File: config.mk
export PLATFORM = sky130hd
export DESIGN_NAME = multicycle_control_unit_flat
export DESIGN_NICKNAME = d
export VERILOG_FILES = /design/src/rtl/multicycle_control_unit_if.sv /design/src/rtl/multicycle_control_unit.sv /design/src/flat_wrapper.sv
export SDC_FILE = /design/constraint.sdc
export NUM_CORES = 1
export LEC_CHECK = 0
export CAP_MARGIN = 0
export CORE_MARGIN = 4
export CORE_UTILIZATION = 36
export CTS_CLUSTER_SIZE = 12
export DETAILED_ROUTE_END_ITERATION = 8
export PLACE_DENSITY = 0.79
export SLEW_MARGIN = 15
export SYNTH_ARGS = -nofsm -noshare
export SYNTH_HDL_FRONTEND = slang
export SYNTH_SLANG_ARGS = --single-unit
File: constraint.sdc
create_clock -name clk -period 2.09 [get_ports clk]
set_input_delay 0.3135 -clock clk [delete_from_list [all_inputs] [get_ports clk]]
set_output_delay 0.3135 -clock clk [all_outputs]
set_load 0.05 [all_outputs]
File: src/rtl/multicycle_control_unit_if.sv
// Instruction/flag inputs and datapath control outputs of the multicycle controller.
// master = controller side, slave = datapath side.
interface multicycle_control_unit_if #(
  parameter int ALUCTRL_W = 4
);
  logic [19:0]          Instr;
  logic [3:0]           ALUFlags;
  logic                 mem_ready;
  logic                 PCWrite;
  logic                 AdrSrc;
  logic                 MemWrite;
  logic                 IRWrite;
  logic                 RegWrite;
  logic [1:0]           ResultSrc;
  logic                 ALUSrcA;
  logic [1:0]           ALUSrcB;
  logic [1:0]           ImmSrc;
  logic [1:0]           RegSrc;
  logic [ALUCTRL_W-1:0] ALUControl;
  logic [3:0]           Flags;
  logic [3:0]           state;
  logic                 illegal;

  modport master (
    input  Instr, ALUFlags, mem_ready,
    output PCWrite, AdrSrc, MemWrite, IRWrite, RegWrite, ResultSrc,
           ALUSrcA, ALUSrcB, ImmSrc, RegSrc, ALUControl, Flags, state, illegal
  );

  modport slave (
    output Instr, ALUFlags, mem_ready,
    input  PCWrite, AdrSrc, MemWrite, IRWrite, RegWrite, ResultSrc,
           ALUSrcA, ALUSrcB, ImmSrc, RegSrc, ALUControl, Flags, state, illegal
  );
endinterface

File: src/rtl/multicycle_control_unit.sv
// Multicycle FSM controller: DP 4, LDR 5, STR 4, B 3 cycles; FETCH/MEMRD/MEMWR
// hold while memory is not ready (only when USE_MEM_READY = 1).
module multicycle_control_unit #(
  parameter int ALUCTRL_W     = 4,
  parameter int USE_MEM_READY = 0,
  parameter int COND_EXEC     = 1
) (
  input  logic clk,
  input  logic reset,
  multicycle_control_unit_if.master bus
);

  localparam logic [3:0] FETCH  = 4'd0;
  localparam logic [3:0] DECODE = 4'd1;
  localparam logic [3:0] MEMADR = 4'd2;
  localparam logic [3:0] MEMRD  = 4'd3;
  localparam logic [3:0] MEMWB  = 4'd4;
  localparam logic [3:0] MEMWR  = 4'd5;
  localparam logic [3:0] EXECR  = 4'd6;
  localparam logic [3:0] EXECI  = 4'd7;
  localparam logic [3:0] ALUWB  = 4'd8;
  localparam logic [3:0] BRANCH = 4'd9;

  localparam logic [ALUCTRL_W-1:0] ALU_ADD = ALUCTRL_W'(0);
  localparam logic [ALUCTRL_W-1:0] ALU_SUB = ALUCTRL_W'(1);
  localparam logic [ALUCTRL_W-1:0] ALU_AND = ALUCTRL_W'(2);
  localparam logic [ALUCTRL_W-1:0] ALU_ORR = ALUCTRL_W'(3);

  logic [3:0] state_q, state_d;
  logic [3:0] flags_q;
  logic       condex_q;

  logic [3:0] cond;
  logic [1:0] op;
  logic [5:0] funct;
  logic [3:0] rd;
  logic [3:0] cmd;
  logic       rdy;
  logic       unused_instr;

  assign cond         = bus.Instr[19:16];
  assign op           = bus.Instr[15:14];
  assign funct        = bus.Instr[13:8];
  assign rd           = bus.Instr[7:4];
  assign cmd          = funct[4:1];
  assign unused_instr = ^bus.Instr[3:0];
  assign rdy          = bus.mem_ready || (USE_MEM_READY == 0);

  logic flag_n, flag_z, flag_c, flag_v;
  logic cond_hit, condex_now;
  assign {flag_n, flag_z, flag_c, flag_v} = flags_q;

  always_comb begin
    cond_hit = 1'b0;
    case (cond)
      4'b0000: cond_hit = flag_z;
      4'b0001: cond_hit = !flag_z;
      4'b0010: cond_hit = flag_c;
      4'b0011: cond_hit = !flag_c;
      4'b0100: cond_hit = flag_n;
      4'b0101: cond_hit = !flag_n;
      4'b0110: cond_hit = flag_v;
      4'b0111: cond_hit = !flag_v;
      4'b1000: cond_hit = flag_c && !flag_z;
      4'b1001: cond_hit = !flag_c || flag_z;
      4'b1010: cond_hit = (flag_n == flag_v);
      4'b1011: cond_hit = (flag_n != flag_v);
      4'b1100: cond_hit = !flag_z && (flag_n == flag_v);
      4'b1101: cond_hit = flag_z || (flag_n != flag_v);
      4'b1110: cond_hit = 1'b1;
      default: cond_hit = 1'b0;
    endcase
  end

  assign condex_now = (COND_EXEC == 0) ? 1'b1 : cond_hit;

  // cmd_arith selects whether C/V follow the ALU on a flag-setting op
  logic [ALUCTRL_W-1:0] alu_dec;
  logic                 cmd_ok, cmd_arith, is_cmp;

  always_comb begin
    alu_dec   = ALU_ADD;
    cmd_ok    = 1'b1;
    cmd_arith = 1'b0;
    is_cmp    = 1'b0;
    case (cmd)
      4'b0100: cmd_arith = 1'b1;
      4'b0010: begin alu_dec = ALU_SUB; cmd_arith = 1'b1; end
      4'b0000: alu_dec = ALU_AND;
      4'b1100: alu_dec = ALU_ORR;
      4'b1010: begin alu_dec = ALU_SUB; cmd_arith = 1'b1; is_cmp = 1'b1; end
      default: cmd_ok = 1'b0;
    endcase
  end

  logic                 pc_write, adr_src, mem_write, ir_write, reg_write;
  logic [1:0]           result_src, alu_src_b;
  logic                 alu_src_a, illegal_c;
  logic [ALUCTRL_W-1:0] alu_ctl;

  always_comb begin
    state_d    = FETCH;
    pc_write   = 1'b0;
    adr_src    = 1'b0;
    mem_write  = 1'b0;
    ir_write   = 1'b0;
    reg_write  = 1'b0;
    result_src = 2'b00;
    alu_src_a  = 1'b0;
    alu_src_b  = 2'b00;
    alu_ctl    = ALU_ADD;
    illegal_c  = 1'b0;
    case (state_q)
      FETCH: begin
        alu_src_a  = 1'b1;
        alu_src_b  = 2'b10;
        result_src = 2'b10;
        ir_write   = rdy;
        pc_write   = rdy;
        state_d    = rdy ? DECODE : FETCH;
      end
      DECODE: begin
        alu_src_a  = 1'b1;
        alu_src_b  = 2'b10;
        result_src = 2'b10;
        case (op)
          2'b01:   state_d = MEMADR;
          2'b00:   state_d = funct[5] ? EXECI : EXECR;
          2'b10:   state_d = BRANCH;
          default: begin state_d = FETCH; illegal_c = 1'b1; end
        endcase
      end
      MEMADR: begin
        alu_src_b = 2'b01;
        state_d   = funct[0] ? MEMRD : MEMWR;
      end
      MEMRD: begin
        adr_src = 1'b1;
        state_d = rdy ? MEMWB : MEMRD;
      end
      MEMWB: begin
        result_src = 2'b01;
        reg_write  = condex_q;
      end
      MEMWR: begin
        adr_src   = 1'b1;
        mem_write = condex_q;
        state_d   = rdy ? FETCH : MEMWR;
      end
      EXECR, EXECI: begin
        alu_src_b = (state_q == EXECI) ? 2'b01 : 2'b00;
        alu_ctl   = alu_dec;
        illegal_c = !cmd_ok;
        state_d   = ALUWB;
      end
      ALUWB: begin
        reg_write = condex_q && !is_cmp;
        pc_write  = condex_q && (rd == 4'd15);
      end
      BRANCH: begin
        alu_src_b  = 2'b01;
        result_src = 2'b10;
        pc_write   = condex_q;
      end
      default: state_d = FETCH;
    endcase
  end

  always_ff @(posedge clk or posedge reset) begin
    if (reset) begin
      state_q  <= FETCH;
      flags_q  <= 4'b0000;
      condex_q <= 1'b0;
    end else begin
      state_q <= state_d;
      if (state_q == DECODE)
        condex_q <= condex_now;
      if ((state_q == EXECR || state_q == EXECI) && funct[0] && condex_q) begin
        flags_q[3:2] <= bus.ALUFlags[3:2];
        if (cmd_arith)
          flags_q[1:0] <= bus.ALUFlags[1:0];
      end
    end
  end

  // Write strobes are killed combinationally so a reset mid-access writes nothing
  assign bus.PCWrite    = pc_write  && !reset;
  assign bus.MemWrite   = mem_write && !reset;
  assign bus.IRWrite    = ir_write  && !reset;
  assign bus.RegWrite   = reg_write && !reset;
  assign bus.illegal    = illegal_c && !reset;
  assign bus.AdrSrc     = adr_src;
  assign bus.ResultSrc  = result_src;
  assign bus.ALUSrcA    = alu_src_a;
  assign bus.ALUSrcB    = alu_src_b;
  assign bus.ALUControl = alu_ctl;
  assign bus.ImmSrc     = op;
  assign bus.RegSrc     = {op == 2'b10, op == 2'b01};
  assign bus.Flags      = flags_q;
  assign bus.state      = state_q;

endmodule
File: src/flat_wrapper.sv
// flat-port wrapper written by rule: the top's interface ports become plain ports
module multicycle_control_unit_flat 
#(
  parameter int ALUCTRL_W     = 4,
  parameter int USE_MEM_READY = 0,
  parameter int COND_EXEC     = 1
)
  (clk, reset, bus_Instr, bus_ALUFlags, bus_mem_ready, bus_PCWrite, bus_AdrSrc, bus_MemWrite, bus_IRWrite, bus_RegWrite, bus_ResultSrc, bus_ALUSrcA, bus_ALUSrcB, bus_ImmSrc, bus_RegSrc, bus_ALUControl, bus_Flags, bus_state, bus_illegal);
  multicycle_control_unit_if #(.ALUCTRL_W(ALUCTRL_W)) bus_i ();
  input  logic clk;
  input  logic reset;
  input wire logic [$bits(bus_i.Instr)-1:0] bus_Instr;
  input wire logic [$bits(bus_i.ALUFlags)-1:0] bus_ALUFlags;
  input wire logic [$bits(bus_i.mem_ready)-1:0] bus_mem_ready;
  output wire logic [$bits(bus_i.PCWrite)-1:0] bus_PCWrite;
  output wire logic [$bits(bus_i.AdrSrc)-1:0] bus_AdrSrc;
  output wire logic [$bits(bus_i.MemWrite)-1:0] bus_MemWrite;
  output wire logic [$bits(bus_i.IRWrite)-1:0] bus_IRWrite;
  output wire logic [$bits(bus_i.RegWrite)-1:0] bus_RegWrite;
  output wire logic [$bits(bus_i.ResultSrc)-1:0] bus_ResultSrc;
  output wire logic [$bits(bus_i.ALUSrcA)-1:0] bus_ALUSrcA;
  output wire logic [$bits(bus_i.ALUSrcB)-1:0] bus_ALUSrcB;
  output wire logic [$bits(bus_i.ImmSrc)-1:0] bus_ImmSrc;
  output wire logic [$bits(bus_i.RegSrc)-1:0] bus_RegSrc;
  output wire logic [$bits(bus_i.ALUControl)-1:0] bus_ALUControl;
  output wire logic [$bits(bus_i.Flags)-1:0] bus_Flags;
  output wire logic [$bits(bus_i.state)-1:0] bus_state;
  output wire logic [$bits(bus_i.illegal)-1:0] bus_illegal;
  assign bus_i.Instr = bus_Instr;
  assign bus_i.ALUFlags = bus_ALUFlags;
  assign bus_i.mem_ready = bus_mem_ready;
  assign bus_PCWrite = bus_i.PCWrite;
  assign bus_AdrSrc = bus_i.AdrSrc;
  assign bus_MemWrite = bus_i.MemWrite;
  assign bus_IRWrite = bus_i.IRWrite;
  assign bus_RegWrite = bus_i.RegWrite;
  assign bus_ResultSrc = bus_i.ResultSrc;
  assign bus_ALUSrcA = bus_i.ALUSrcA;
  assign bus_ALUSrcB = bus_i.ALUSrcB;
  assign bus_ImmSrc = bus_i.ImmSrc;
  assign bus_RegSrc = bus_i.RegSrc;
  assign bus_ALUControl = bus_i.ALUControl;
  assign bus_Flags = bus_i.Flags;
  assign bus_state = bus_i.state;
  assign bus_illegal = bus_i.illegal;
  multicycle_control_unit #(.ALUCTRL_W(ALUCTRL_W), .USE_MEM_READY(USE_MEM_READY), .COND_EXEC(COND_EXEC)) u_core (.clk(clk), .reset(reset), .bus(bus_i));
endmodule
# After elaboration in Yosys (flattened, before gate mapping)
# Cells that the tools add are included.
[op_classes]
n_addsub = 0
multipliers = 0
n_div = 0
magnitude_cmp = 0
eq_ne = 32
shifts = 0
muxes = 21
n_bitwise = 0
reduce_logical = 35
[ops]
columns = ["op", "count"]
rows = [
  ["== test 4 bit, second input constant", 12],
  ["== test 4 x 3 -> 1 bit, second input constant", 9],
  ["== test 4 x 2 -> 1 bit, second input constant", 5],
  ["one-hot mux 4 bit (5 select lines)", 1],
  ["one-hot mux 1 bit (15 select lines)", 1],
  ["zero test 4 bit", 3],
  ["one-hot mux 2 bit (3 select lines)", 2],
  ["one-hot mux 4 bit (3 select lines)", 1],
  ["logical AND 1 bit", 11],
  ["two-way mux 1 bit", 10],
  ["OR reduction 2 bit", 5],
  ["OR reduction 3 bit", 3],
  ["== test 4 x 1 -> 1 bit, second input constant", 2],
  ["zero test 1 bit", 7],
  ["OR reduction 5 bit", 1],
  ["one-hot mux 1 bit (2 select lines)", 2],
  ["one-hot mux 2 bit (2 select lines)", 1],
  ["logical OR 1 bit", 3],
  ["two-way mux 3 bit", 1],
  ["one-hot mux 1 bit (3 select lines)", 1],
  ["== test 2 x 1 -> 1 bit, second input constant", 1],
  ["== test 2 bit, second input constant", 1],
  ["zero test 2 bit", 1],
  ["two-way mux 2 bit", 1],
  ["3 further kinds", 3],
]
[totals]
reg_bits = 9
latch_bits = 0
ram_bits = 0
rom_bits = 0
input_bits = 27
memories = 0

# Longest topological paths before layout
[depth]
depth_word = 6
ltp_mapped = 7
mapped_depth_nobuf = 5

# Worst setup path before layout
# No wires, ideal clock.
[synth_path]
kind = "flip-flop to output port"
start = "reg u_core.state_q[2] (netlist: u_core.bus.state[2])"
end = "out bus_ALUControl[1]"
arrival_ns = 2.690
setup_slack_ns = -0.914
stages_incl_launch_ff = 5
n_path_buf = 1
path_cell_list = "dfrtp_1 clkbuf_2 nor2b_1 nand2_1 nor4_1"
[synth_between]
elab_chain_cells = 3
elab_cells_between_ends = 4
classes_between = "eq/ne: 2; mux: 1; reduce/logical: 1"
[synth_rtl]
columns = ["element", "line", "source"]
rows = [
  ["from (decl)", "multicycle_control_unit.sv:29", "logic [3:0] state_q, state_d;"],
  ["from (signal assigned)", "multicycle_control_unit.sv:175", "state_q <= state_d;"],
  ["== test 4 x 3 -> 1 bit", "multicycle_control_unit.sv:113", "case (state_q)"],
  ["OR reduction 2 bit (*)", "multicycle_control_unit.sv:113", ""],
  ["two-way mux 2 bit (*)", "multicycle_control_unit.sv:113", ""],
  ["to (decl)", "flat_wrapper.sv:25", "output wire logic [$bits(bus_i.ALUControl)-1:0] bus_ALUControl;"],
]
# Every way passes the cells marked *; elsewhere a longest branch is shown, timed or not.

# Worst setup path after layout
[layout_path]
start = "reg u_core.state_q[2] (netlist: u_core.bus.state[2])"
end = "out bus_illegal"
[layout_between]
elab_chain_cells = 4
elab_cells_between_ends = 6
classes_between = "eq/ne: 3; mux: 1; reduce/logical: 2"
[layout_rtl]
columns = ["element", "line", "source"]
rows = [
  ["== test 4 x 3 -> 1 bit", "multicycle_control_unit.sv:113", ""],
  ["OR reduction 2 bit", "multicycle_control_unit.sv:113", ""],
  ["one-hot mux 1 bit (2 select lines) (*)", "multicycle_control_unit.sv:113", ""],
  ["logical AND 1 bit (*)", "multicycle_control_unit.sv:191", "assign bus.illegal = illegal_c && !reset;"],
  ["to (decl)", "flat_wrapper.sv:28", "output wire logic [$bits(bus_i.illegal)-1:0] bus_illegal;"],
]
# Marks and branches as above.

==> reports/metrics.yaml <==
num_antenna_cells: 0
outcome: "complete, no violations"
first_iter_violations: 18
fmax_ghz: 0.494
finalCriticalPeriod_ps: 2020
slew_viol_final: 0
cellLeakagePower_nw: 0.645
cp_slowest_stage_delay_ps: 480
synth_area_um2: 860
drt_wl_total_um: 2820
via_per_inst: 5.47
synth_area_per_cell_um2: 7.74
setup_tns_ps: 0
io_pins: 54
synth_seq_area_share_pct: 26.2
initial_core_util_pct: 38.5
drtAntennaViolNets: 0
antenna_found_initial: 0
min_path_type: "in2async"
ys_ff_latch: 9
irDropWorstVdd_v: 0.00132
async_flop_share_pct: 100
cts_buffers: 3
synth.distinct_cells: 40
setup_viol: 0
crit_buf_inv: 1
cts_tree: "built"
io_buffer_count: 46
core_um2: 2230
endpoint_kind: "primary output"
grt_pass1_vias: 1012
path_clk_slew_ps: 60
skew_ps: 8.00
place_congestion: 0.753
clock_path_buffers: 2
cp_top_family: "simple AND/OR/NAND/NOR gates"
htree_levels: 1
drcViolationCount: 0
path_cells: "or2_1, nor2_2, a31oi_2, nor2_4, buf_4"
hpwl_um: 2360
detail_route.wl_per_cell_um: 15.1
first_pass_iters: 4
worstSetupPathType: "reg2out"
worstPathArrival_ps: 1710
die_area_um2: 3230
ys_warn_count: 0
root_buffer: "clkbuf_4"
p_per_area_nw_per_um2: 1330
num_vias: 1022
cp_max_fo: 9
grt_usage_pct: 18.3
cts.sinks: 9
num_rows: 17
period_share_pct: 96.8
grt_start_max_net_pins: 12
final_cell_mix: "27 x clkdlybuf4s50_1, 14 x buf_12, 13 x buf_4"
worstMarginPinSlew_ps: 513
met1_usage_pct: 20.6
die_w_um: 56.9
grt_busiest_layer: "met2"
ys.flop_type: "dfrtp_1"
finalNetCount: 187
drv_cap: 0
relSlewSlack_pct: 65.7
drive_above_1_share_pct: 34.0
grt_use_met3_pct: 5.29
grt-ovfl-total: 0
layout_commonest_cell: "clkdlybuf4s50_1"
die_h_um: 56.9
cp-start-kind: "register"
grt_pass1_wl_um: 4700
dp_slack_ps: -38.3
synth-edff-count: 0
synthToLayoutAreaGrowth_pct: 85.9
clk_latency_ps: 260
critPathRequiredTime_ps: 1780
final_hold_viol_count: 0
synth_cells: 111
crit_slowest_cell: "dfrtp_2"
use_met2_pct: 33.5
setup_ws_ps: 66.1
==> worst register-to-register path, stage by stage, from the launching register on <==
cell and delay (ps):
dfrtp_1 500, buf_4 240, nand4_1 200, a211oi_2 300, mux2_2 370
==> layer usage <==
metal / share of wire, % / vias up / wire length [um]
met2: 56 / 36 / 1570
met1: 38 / 488 / 1080
met5: 0 / - / 0
li1: - / 496 / -
met4: 0.64 / 0 / 18
met3: 5.2 / 2 / 148
==> area by class of cell <==
type / instances / area, um2
multi-input combinational: 88 / 636
timing repair buffer: 55 / 661
fill: 176 / 636
inverter: 3 / 11.3
clock buffer: 4 / 26.3
sequential: 9 / 229
tap: 28 / 35.0
==> path summary, 6_finish.rpt <==
check	startpoint	cells after the start	slack (ps)	to
worst min register to register	u_core.bus.Flags[1]	1	600	u_core.bus.Flags[1]
min in group clk	u_core.bus.Flags[1]	1	600	u_core.bus.Flags[1]
worst min-delay path	reset	3	580	u_core.bus.state[3]
worst max-delay path	u_core.bus.state[2]	5	70	bus_illegal
max in group asynchronous	reset	3	1350	u_core.bus.state[0]
worst max register to register	u_core.bus.state[1]	4	350	u_core.bus.Flags[0]
==> synth_stat cells, types with 2 or more instances <==
| cell | count | area, um2 |
|---|---|---|
| mux2_2 | 5 | 56.3 |
| nor2_1 | 14 | 52.6 |
| o21ai_0 | 8 | 40.0 |
| nor3_1 | 4 | 20.0 |
| inv_1 | 3 | 11.3 |
| xnor2_1 | 2 | 17.5 |
| nor4_1 | 2 | 12.5 |
| nor3b_1 | 3 | 22.5 |
| buf_4 | 4 | 30.0 |
| nor2b_1 | 4 | 25.0 |
| nand2b_1 | 5 | 31.3 |
| a211oi_1 | 3 | 22.5 |
| clkbuf_1 | 7 | 26.3 |
| o211ai_1 | 2 | 15.0 |
| a21oi_1 | 4 | 20.0 |
| xor2_1 | 2 | 17.5 |
| nand2_1 | 4 | 15.0 |
| a31oi_1 | 4 | 25.0 |
| dfrtp_1 | 9 | 225 |
| nand4_1 | 2 | 12.5 |
==> cells by family after synthesis <==
kind of cell | synth area share, %
xor+xnor | 4.08
simple gates | 33.2
compound gates | 19.9
other cells | 0.436
mux | 7.71
flops | 26.2
buf+inv | 8.44
==> through the flow <==
stage          power (mW)  instance area (um2)  hold slack [ps]  utilization, %  std cells
6_report             2.13                 1600              585            71.5        187
3_3_place_gp         1.95                 1560              568            69.7        183
5_1_grt              2.24                 1600              627            71.5        187
4_1_cts              2.12                 1580              584            70.9        187
2_1_floorplan        1.33                  926              152               -        112
3_5_place_dp         1.98                 1560              593            69.7        183
==> repair_timing <==
| action | CTS | global route |
|---|---|---|
| buffers inserted | 0 | 0 |
| hold buffers | 0 | 0 |
| gates resized for setup | 0 | 4 |
| endpoints found under the setup margin | 0 | 3 |
| endpoints found under the hold margin | 0 | 0 |
==> power breakdown <==
part / switching, mW / total [mW] / leakage (nW) / internal (mW)
Sequential: 0.146 / 0.389 / 0.113 / 0.243
Clock: 0.0617 / 0.135 / 0.0150 / 0.0736
Combinational: 0.935 / 1.60 / 0.517 / 0.669
Total: 1.14 / 2.13 / 0.645 / 0.985
==> registers in the layout, summed over array words and instances (netlist names) <==
signal / flops
u_core.bus.Flags: 4
u_core.bus.state: 4
u_core.condex_q: 1
(Power assumes the default switching activity.)
